==> config.mk <==
export PLATFORM = sky130hd
export DESIGN_NAME = input_arbiter
export DESIGN_NICKNAME = d
export VERILOG_FILES = /design/src/rtl/input_arbiter.sv
export SDC_FILE = /design/constraint.sdc
export NUM_CORES = 1
export LEC_CHECK = 0
export CAP_MARGIN = 20
export CORE_MARGIN = 5
export CORE_UTILIZATION = 45
export CTS_BUF_LIST = sky130_fd_sc_hd__clkbuf_4 sky130_fd_sc_hd__clkbuf_8 sky130_fd_sc_hd__clkbuf_16
export DETAILED_ROUTE_END_ITERATION = 10
export DONT_BUFFER_PORTS = 1
export PLACE_DENSITY_LB_ADDON = 0.15
export SLEW_MARGIN = 0
export SYNTH_ARGS = -nofsm -noshare
export SYNTH_HDL_FRONTEND = slang
export SYNTH_SLANG_ARGS = --single-unit
==> constraint.sdc <==
create_clock -name CLK -period 2 [get_ports CLK]
set_input_delay 0.3 -clock CLK [delete_from_list [all_inputs] [get_ports CLK]]
set_output_delay 0.3 -clock CLK [all_outputs]
set_load 0.05 [all_outputs]
==> src/rtl/input_arbiter.sv <==
// Merges NUM_SRC controller sources into one registered button vector with manual select or auto-lock.
// Build option: define SOCD_CLEAN_EN to cancel opposing directions (Up+Down, Left+Right) before registering.
module input_arbiter #(
    parameter int NUM_SRC     = 3,
    parameter int NUM_BTN     = 4,
    parameter int SEL_W       = $clog2(NUM_SRC),
    parameter int HOLD_CYCLES = 1024
) (
    input  logic                       CLK,
    input  logic                       RST,
    input  logic                       Mode,
    input  logic [SEL_W-1:0]           Choice,
    input  logic [NUM_SRC*NUM_BTN-1:0] Btn,
    input  logic [NUM_SRC-1:0]         Readable,
    output logic [NUM_BTN-1:0]         Out,
    output logic [NUM_BTN-1:0]         Press,
    output logic [SEL_W-1:0]           Active,
    output logic                       Valid,
    output logic                       State
);

    localparam int CNT_W = $clog2(HOLD_CYCLES + 1);
    localparam logic [CNT_W-1:0] HOLD_LAST = CNT_W'(HOLD_CYCLES - 1);
    localparam logic [CNT_W-1:0] CNT_MAX   = {CNT_W{1'b1}};
    localparam logic [SEL_W-1:0] LAST_SRC  = SEL_W'(NUM_SRC - 1);

    typedef enum logic {
        ST_IDLE   = 1'b0,
        ST_LOCKED = 1'b1
    } state_t;

    state_t            state_q, state_d;
    logic [SEL_W-1:0]  owner_q, owner_d;
    logic [CNT_W-1:0]  cnt_q, cnt_d;
    logic              mode_q;

    logic [NUM_BTN-1:0] out_d;
    logic               valid_d;
    logic [SEL_W-1:0]   active_d;

    logic [NUM_BTN-1:0] src_btn [NUM_SRC];
    logic               cand_found;
    logic [SEL_W-1:0]   cand_idx;
    logic [SEL_W-1:0]   man_sel;
    logic [NUM_BTN-1:0] owner_btn;

    // Opposing-direction cancellation; padded copy keeps the bit indices legal for narrow NUM_BTN.
    function automatic logic [NUM_BTN-1:0] socd_clean(input logic [NUM_BTN-1:0] v);
        logic [NUM_BTN+3:0] w;
        w = {4'b0000, v};
`ifdef SOCD_CLEAN_EN
        if (NUM_BTN >= 4) begin
            if (w[0] && w[1]) begin
                w[0] = 1'b0;
                w[1] = 1'b0;
            end
            if (w[2] && w[3]) begin
                w[2] = 1'b0;
                w[3] = 1'b0;
            end
        end
`endif
        return w[NUM_BTN-1:0];
    endfunction

    always_comb begin
        for (int s = 0; s < NUM_SRC; s++) begin
            src_btn[s] = Btn[s*NUM_BTN +: NUM_BTN];
        end
    end

    // Scan from the top so the lowest-index claimant wins.
    always_comb begin
        cand_found = 1'b0;
        cand_idx   = '0;
        for (int s = NUM_SRC - 1; s >= 0; s--) begin
            if (Readable[s] && (|src_btn[s])) begin
                cand_found = 1'b1;
                cand_idx   = SEL_W'(s);
            end
        end
    end

    always_comb begin
        man_sel = (int'(Choice) >= NUM_SRC) ? LAST_SRC : Choice;
    end

    assign owner_btn = src_btn[owner_q];

    always_comb begin
        state_d  = state_q;
        owner_d  = owner_q;
        cnt_d    = cnt_q;
        out_d    = '0;
        valid_d  = 1'b0;
        active_d = Active;

        if (Mode != mode_q) begin
            // One blank cycle on any mode switch; Active keeps its last value.
            state_d = ST_IDLE;
            cnt_d   = '0;
        end else if (!Mode) begin
            state_d  = ST_IDLE;
            cnt_d    = '0;
            active_d = man_sel;
            if (Readable[man_sel]) begin
                out_d   = socd_clean(src_btn[man_sel]);
                valid_d = 1'b1;
            end
        end else begin
            case (state_q)
                ST_IDLE: begin
                    if (cand_found) begin
                        owner_d  = cand_idx;
                        active_d = cand_idx;
                        out_d    = socd_clean(src_btn[cand_idx]);
                        valid_d  = 1'b1;
                        state_d  = ST_LOCKED;
                        cnt_d    = '0;
                    end
                end
                ST_LOCKED: begin
                    if (!Readable[owner_q]) begin
                        state_d = ST_IDLE;
                        cnt_d   = '0;
                    end else begin
                        out_d    = socd_clean(owner_btn);
                        valid_d  = 1'b1;
                        active_d = owner_q;
                        if (|owner_btn) begin
                            cnt_d = '0;
                        end else if (cnt_q == HOLD_LAST) begin
                            state_d = ST_IDLE;
                            cnt_d   = '0;
                        end else if (cnt_q != CNT_MAX) begin
                            cnt_d = cnt_q + 1'b1;
                        end
                    end
                end
                default: begin
                    state_d = ST_IDLE;
                    cnt_d   = '0;
                end
            endcase
        end
    end

    always_ff @(posedge CLK) begin
        if (RST) begin
            state_q <= ST_IDLE;
            owner_q <= '0;
            cnt_q   <= '0;
            mode_q  <= 1'b0;
            Out     <= '0;
            Press   <= '0;
            Active  <= '0;
            Valid   <= 1'b0;
        end else begin
            state_q <= state_d;
            owner_q <= owner_d;
            cnt_q   <= cnt_d;
            mode_q  <= Mode;
            Out     <= out_d;
            Press   <= out_d & ~Out;
            Active  <= active_d;
            Valid   <= valid_d;
        end
    end

    assign State = (state_q == ST_LOCKED);

endmodule

==> run_results.csv, run 1 <==
group,metric,value,unit
worst_setup_path,start_kind,"flip-flop",
drt,wl_per_cell,17.1,um
yosys,synth_top_cell_by_area,"dfxtp_1",
worst_setup_path,cp_slowest_cell,"dfxtp_4",
drt,totalWireLength,4.20,mm
worst_setup_path,worstPathRequired,2270,ps
global_route,grt_pass1_wl,6.91,mm
layout,diodes,0,
placement,place_area,0.00169,mm^2
yosys,ys_top_cells_by_area,"dfxtp_1 33%, mux2i_1 7.6%, a21oi_1 4.7%, nand2_1 4.3%, nor2_1 4.0%",
sta,fin_skew,2.45,ps
placement,pre_cts_slack,0.103,ps
placement,io_buffers,0,
worst_setup_path,r2r_end,"cnt_q[7]",
layout,fillCellCount,341,
yosys,synth_warnings,0,
worst_setup_path,end_kind,"flip-flop",
yosys,ys.flop_type,"dfxtp_1",
floorplan,core-area,0.00336,mm^2
worst_setup_path,critical-path-max-stage-delay,430,ps
yosys,syn_nets,212,
placement,place.gp.congestion,0.907,
worst_hold_path,hold_class,"in2reg",
layout,syn_to_final_growth,18.9,%
cts,cts_buffers,3,
drt,drt_iter0_drc,77,
global_route,first_global_vias,1511,
worst_setup_path,reg2regPathDepth,7,
cts,cts_tree,"built",
layout,drive_gt1_share,22.0,%
drt,drtPass1Iterations,4,
drt,vias,1524,
global_route,grt_usage,16.8,%
worst_setup_path,crit_end,"cnt_q[7]",
power,ir_worst_vdd,0.000277,V
drt,drt-vias-per-instance,6.20,
worst_setup_path,crit_start,"owner_q[1]",
yosys,ys_types,49,
sta,fmaxAchievable,515,MHz
cts,cts_sinks,26,
worst_setup_path,critPathKind,"reg2reg",
cts,h-tree-depth,1,
placement,dp_hpwl,3.15,mm
yosys,ys_ff_latch,26,
power,leakagePower,0.637,nW
sta,finalHoldViolations,0,
worst_setup_path,r2r_start,"owner_q[1]",
power,power.density,583,mW/mm^2
cts,clockBufferDepth,2,
placement,placed_cells,239,
sta,max_slew_margin,64.7,%
drt,route.detailed.drc,0,
sta,period_share,97.1,%
yosys,synth_top_area_share,32.8,%
worst_setup_path,rrSetupSlack,60,ps
yosys,syn-cell-area,0.00159,mm^2
worst_setup_path,path_cells,"nor2b_4 > o2bb2ai_4 > nor4_4 > buf_4 > a31o_4 > or4_4 > a21oi_2",
sta,maxSlewViolCount,0,
floorplan,io_pins,32,
floorplan,dieArea,0.00481,mm^2
yosys,synth_seq_area_share,32.8,%
layout,nNetsFinal,222,
cts,worstSkewPairLatency,320,ps
floorplan,rows,21,
yosys,synth_edf_count,0,
drt,ant_nets,0,
sta,setup_ws,58.7,ps
yosys,synth_cells,191,
yosys,async_flop_share,0,%
flow_run,drv_cap,0,
sta,finalSetupViolations,0,
floorplan,die_x,69.4,um
cts,clockRootBuffer,"clkbuf_4",
sta,min_period,1940,ps
floorplan,start_util,47.2,%
layout,final_area,0.00189,mm^2
worst_setup_path,cp_data_arrival_time,2210,ps
global_route,grt_max_degree,16,
layout,layoutNonFillerInstCount,246,
cts,clkTransAtPathRegs,140,ps
global_route,grt_antenna_before_repair,0,
worst_setup_path,worstPathMaxFanout,8,
floorplan,fp.dieH,69.4,um
sta,worst_slew_pin_slew,529,ps
status,status,"completed",
yosys,syn_avg_cell_area,8.31,um^2
global_route,overflow,0,
==> cells in the final DEF, fill, tap and decap left out, types with 4 or more instances in the layout <==
cell / netlist / routed
dfxtp_1: 26 / 23
or3_1: 8 / 8
o21ai_0: 9 / 9
nor2b_1: 6 / 6
a21oi_1: 15 / 13
nor3_1: 5 / 4
buf_4: 1 / 12
mux2i_1: 12 / 10
a221oi_1: 4 / 4
nand2_1: 18 / 18
o2bb2ai_4: 0 / 4
nand3_1: 6 / 6
a32oi_1: 4 / 4
and2_1: 4 / 4
nor2_1: 17 / 17
inv_1: 4 / 4
==> cell type report <==
cell class                 count  area (um^2)  area share, %
clock buffer                   3         22.5           1.19
clock inverter                 1         30.0           1.59
inverter                       4         15.0          0.796
multi-input combinational    153         1130           60.1
sequential                    26          527           27.9
tap                           46         57.6           3.05
timing repair buffer          13          100           5.31
==> how the worst min path moves through the flow <==
stage / start / end / slack (ps) / depth (start not counted)
2_1_floorplan: RST / Active[1] / 370 / 1
3_5_place_dp: RST / mode_q / 380 / 1
6_report: RST / Active[1] / 20 / 1
5_1_grt: RST / Active[1] / -3 / 1
3_3_place_gp: RST / Active[1] / 370 / 1
4_1_cts: RST / Active[1] / 9 / 1
==> metrics by stage <==
step | hold slack [ps] | util (%) | power (mW) | setup TNS (ps)
after floorplan | 369 | - | 0.699 | 0
after global placement | 373 | 50.1 | 0.721 | 0
after detailed placement | 376 | 50.1 | 0.723 | 0
after CTS | 8.71 | 51.9 | 1.09 | 0
after global routing | -2.67 | 56.1 | 1.15 | -9.26
final | 23.7 | 56.1 | 1.10 | 0
==> synth_stat cells (5+ instances only) <==
| master | instances |
|---|---|
| o21ai_0 | 9 |
| clkbuf_1 | 5 |
| or3_1 | 8 |
| nor2_1 | 17 |
| nand2_1 | 18 |
| mux2i_1 | 12 |
| nand3_1 | 6 |
| nor3_1 | 5 |
| nor2b_1 | 6 |
| a21oi_1 | 15 |
| dfxtp_1 | 26 |
==> cells by family after synthesis <==
group,Yosys count,share of synthesized area (%)
multiplexers,13,8.28
buffers and inverters,13,4.34
AO/OA/AOI/OAI,57,26.7
XOR/XNOR,1,0.552
AND/OR/NAND/NOR,80,26.5
adder cells (fa/ha/maj),1,0.789
flip-flops,26,32.8
==> critical path: cells and delay by family, from the launching register on <==
family | cells | cell delay [ps]
AOI/OAI and AO/OA | 3 | 550
buffers and inverters | 1 | 140
DFF | 1 | 430
and+or+nand+nor | 3 | 760
==> state kept, by name, indices dropped and copies added, names as in the netlist <==
name     cells
owner_q      2
cnt_q       11
Press        4
Out          4
State        1
Valid        1
Active       2
mode_q       1
==> routing by layer <==
metal	wire length, um	share of wire [%]	vias to the layer above	global-route usage, %
met3	290	6.9	10	4.64
met1	1810	43	718	19.7
met2	2020	48	52	28.9
met5	0	0	-	0
li1	-	-	744	-
met4	72	1.7	0	6.29
==> timing repair <==
action                                 4_1_cts  5_1_grt
setup buffers                                1        1
endpoints found under the hold margin        0        5
gates resized for setup                      0       22
pin swaps                                    1        5
hold buffers                                 0        1
setup endpoints to repair                    3        9
cloned                                       0        1
==> report_power, final <==
part | internal (mW) | leakage, nW | switching, mW
Clock | 0.203 | 0.0279 | 0.162
Sequential | 0.532 | 0.213 | 0.0485
Combinational | 0.0749 | 0.397 | 0.0798
(Power assumes the default switching activity.)
==> run 2: changes to the inputs <==
- MAX_ROUTING_LAYER: unset -> met4
==> run_results.csv, run 2 (synthesized netlist as in run 1, its figures left out) <==
group,metric,value,unit
power,power.density,605,mW/mm^2
worst_setup_path,start_kind,"flip-flop",
sta,min_period,1910,ps
layout,syn_to_final_growth,13.5,%
worst_setup_path,worstPathMaxFanout,11,
floorplan,core-area,0.00336,mm^2
worst_setup_path,cp_slowest_cell,"or4_1",
floorplan,start_util,47.2,%
sta,fmaxAchievable,524,MHz
global_route,grt_pass1_wl,6.76,mm
power,leakagePower,0.608,nW
drt,drtPass1Iterations,5,
worst_setup_path,cp_data_arrival_time,2170,ps
cts,clkTransAtPathRegs,150,ps
sta,fin_skew,15.8,ps
layout,nNetsFinal,221,
worst_setup_path,critPathKind,"reg2reg",
worst_setup_path,end_kind,"flip-flop",
placement,place.gp.congestion,0.966,
cts,cts_buffers,3,
drt,vias,1512,
floorplan,dieArea,0.00481,mm^2
worst_setup_path,r2r_end,"cnt_q[5]",
cts,clockRootBuffer,"clkbuf_4",
drt,ant_nets,0,
layout,diodes,0,
sta,holdWs,11.5,ps
layout,final_common_cell,"dfxtp_1",
worst_setup_path,reg2regPathDepth,7,
global_route,grt_usage,17.0,%
layout,top_register,"cnt_q",
cts,clockBufferDepth,2,
global_route,overflow,0,
placement,io_buffers,0,
drt,drt-vias-per-instance,6.17,
drt,totalWireLength,4.12,mm
worst_setup_path,critical-path-max-stage-delay,400,ps
status,status,"completed",
cts,h-tree-depth,1,
worst_setup_path,worstPathRequired,2260,ps
cts,cts_sinks,26,
worst_hold_path,hp-start,"RST",
worst_hold_path,hold_class,"in2reg",
layout,largest_register_ffs,11,
sta,worst_slew_pin_slew,535,ps
worst_setup_path,r2r_start,"owner_q[1]",
power,ir_worst_vdd,0.000287,V
worst_setup_path,path_delay_family,"compound AO/OA/AOI/OAI gates",
floorplan,io_pins,32,
worst_hold_path,holdPathEnd,"Active[1]",
drt,drt_iter0_drc,145,
layout,top_regs,"cnt_q x11, Out x4, Press x4",
sta,max_slew_margin,64.3,%
worst_setup_path,path_cells,"buf_12 > mux2i_1 > o2bb2ai_1 > nor4_4 > a31o_4 > or4_1 > a21oi_1",
global_route,first_global_vias,1475,
global_route,grt_antenna_before_repair,0,
sta,final.setup.tns,0,ps
drt,wl_per_cell,16.8,um
flow_run,drv_cap,0,
layout,final_cell_mix,"24 x dfxtp_1, 18 x nand2_1, 17 x nor2_1, 15 x a21oi_1",
sta,period_share,95.5,%
floorplan,die_x,69.4,um
worst_setup_path,rrSetupSlack,90,ps
global_route,grt_max_degree,16,
sta,maxSlewViolCount,0,
layout,drive_gt1_share,17.6,%
cts,worstSkewPairLatency,330,ps
worst_setup_path,cp_num_buf_inv,1,
sta,finalHoldViolations,0,
worst_hold_path,hold_depth,1,
floorplan,rows,21,
floorplan,fp.dieH,69.4,um
cts,cts_tree,"built",
placement,dp_hpwl,3.10,mm
sta,finalSetupViolations,0,
drt,route.detailed.drc,0,
==> run 2: cell count changes in the layout (fill, tap and decap cells not counted), moves of 2 or more <==
cell / before / now
or4_4: 2 / 0
o2bb2ai_2: 0 / 3
o2bb2ai_4: 4 / 0
or4_1: 1 / 3
a21oi_1: 13 / 15
a21oi_2: 3 / 1
==> run 2: how the worst max path moves through the flow <==
stage               start       end  slack, ps  cells past startpoint
5_1_grt        owner_q[1]  cnt_q[1]        -40                      8
3_5_place_dp       Btn[4]  cnt_q[1]         10                      6
2_1_floorplan       State  cnt_q[7]          2                      7
3_3_place_gp       Btn[4]  cnt_q[1]         30                      6
4_1_cts        owner_q[1]  cnt_q[9]         20                      8
6_report       owner_q[1]  cnt_q[5]         90                      7
==> run 2: worst reg2reg max path: cells and delay by family (launching register included) <==
kind	cells	cell delay (ps)
muxes	1	120
AOI/OAI and AO/OA	3	750
and+or+nand+nor	2	480
DFF	1	360
buffers and inverters	1	140
==> run 2: area by class of cell <==
cell class                 count  area [um^2]
clock buffer                   3         22.5
tap                           46         57.6
inverter                       4         15.0
fill                         346         1560
multi-input combinational    152         1040
timing repair buffer          13          113
clock inverter                 1         30.0
sequential                    26          523
==> run 2: repair_timing <==
action,CTS,global route
endpoints found under the setup margin,0,11
hold buffers,0,1
resized for setup,0,8
hold endpoints to repair,0,1
buffers inserted,0,1
==> run 2: per-stage QoR <==
step | std cells | util [%] | worst slack (ps) | total power, mW | area, um^2
2_1_floorplan | 191 | - | 1.67 | 0.699 | 1590
3_3_place_gp | 239 | 50.1 | 28.8 | 0.722 | 1690
3_5_place_dp | 239 | 50.1 | 9.80 | 0.724 | 1690
4_1_cts | 243 | 51.7 | 16.3 | 1.09 | 1740
5_1_grt | 245 | 53.5 | -44.0 | 1.13 | 1800
6_report | 245 | 53.5 | 90.3 | 1.09 | 1800
==> run 2: metal layers <==
metal	vias up	track usage [%]	routed length, um
li1	734	-	-
met1	703	18.7	1600
met2	63	28.4	2100
met3	12	5.22	339
met4	0	6.72	76
met5	-	-	0
==> run 2: where the power goes <==
part / switching (mW) / internal, mW
clock: 0.161 / 0.203
combinational: 0.0770 / 0.0689
sequential: 0.0466 / 0.532
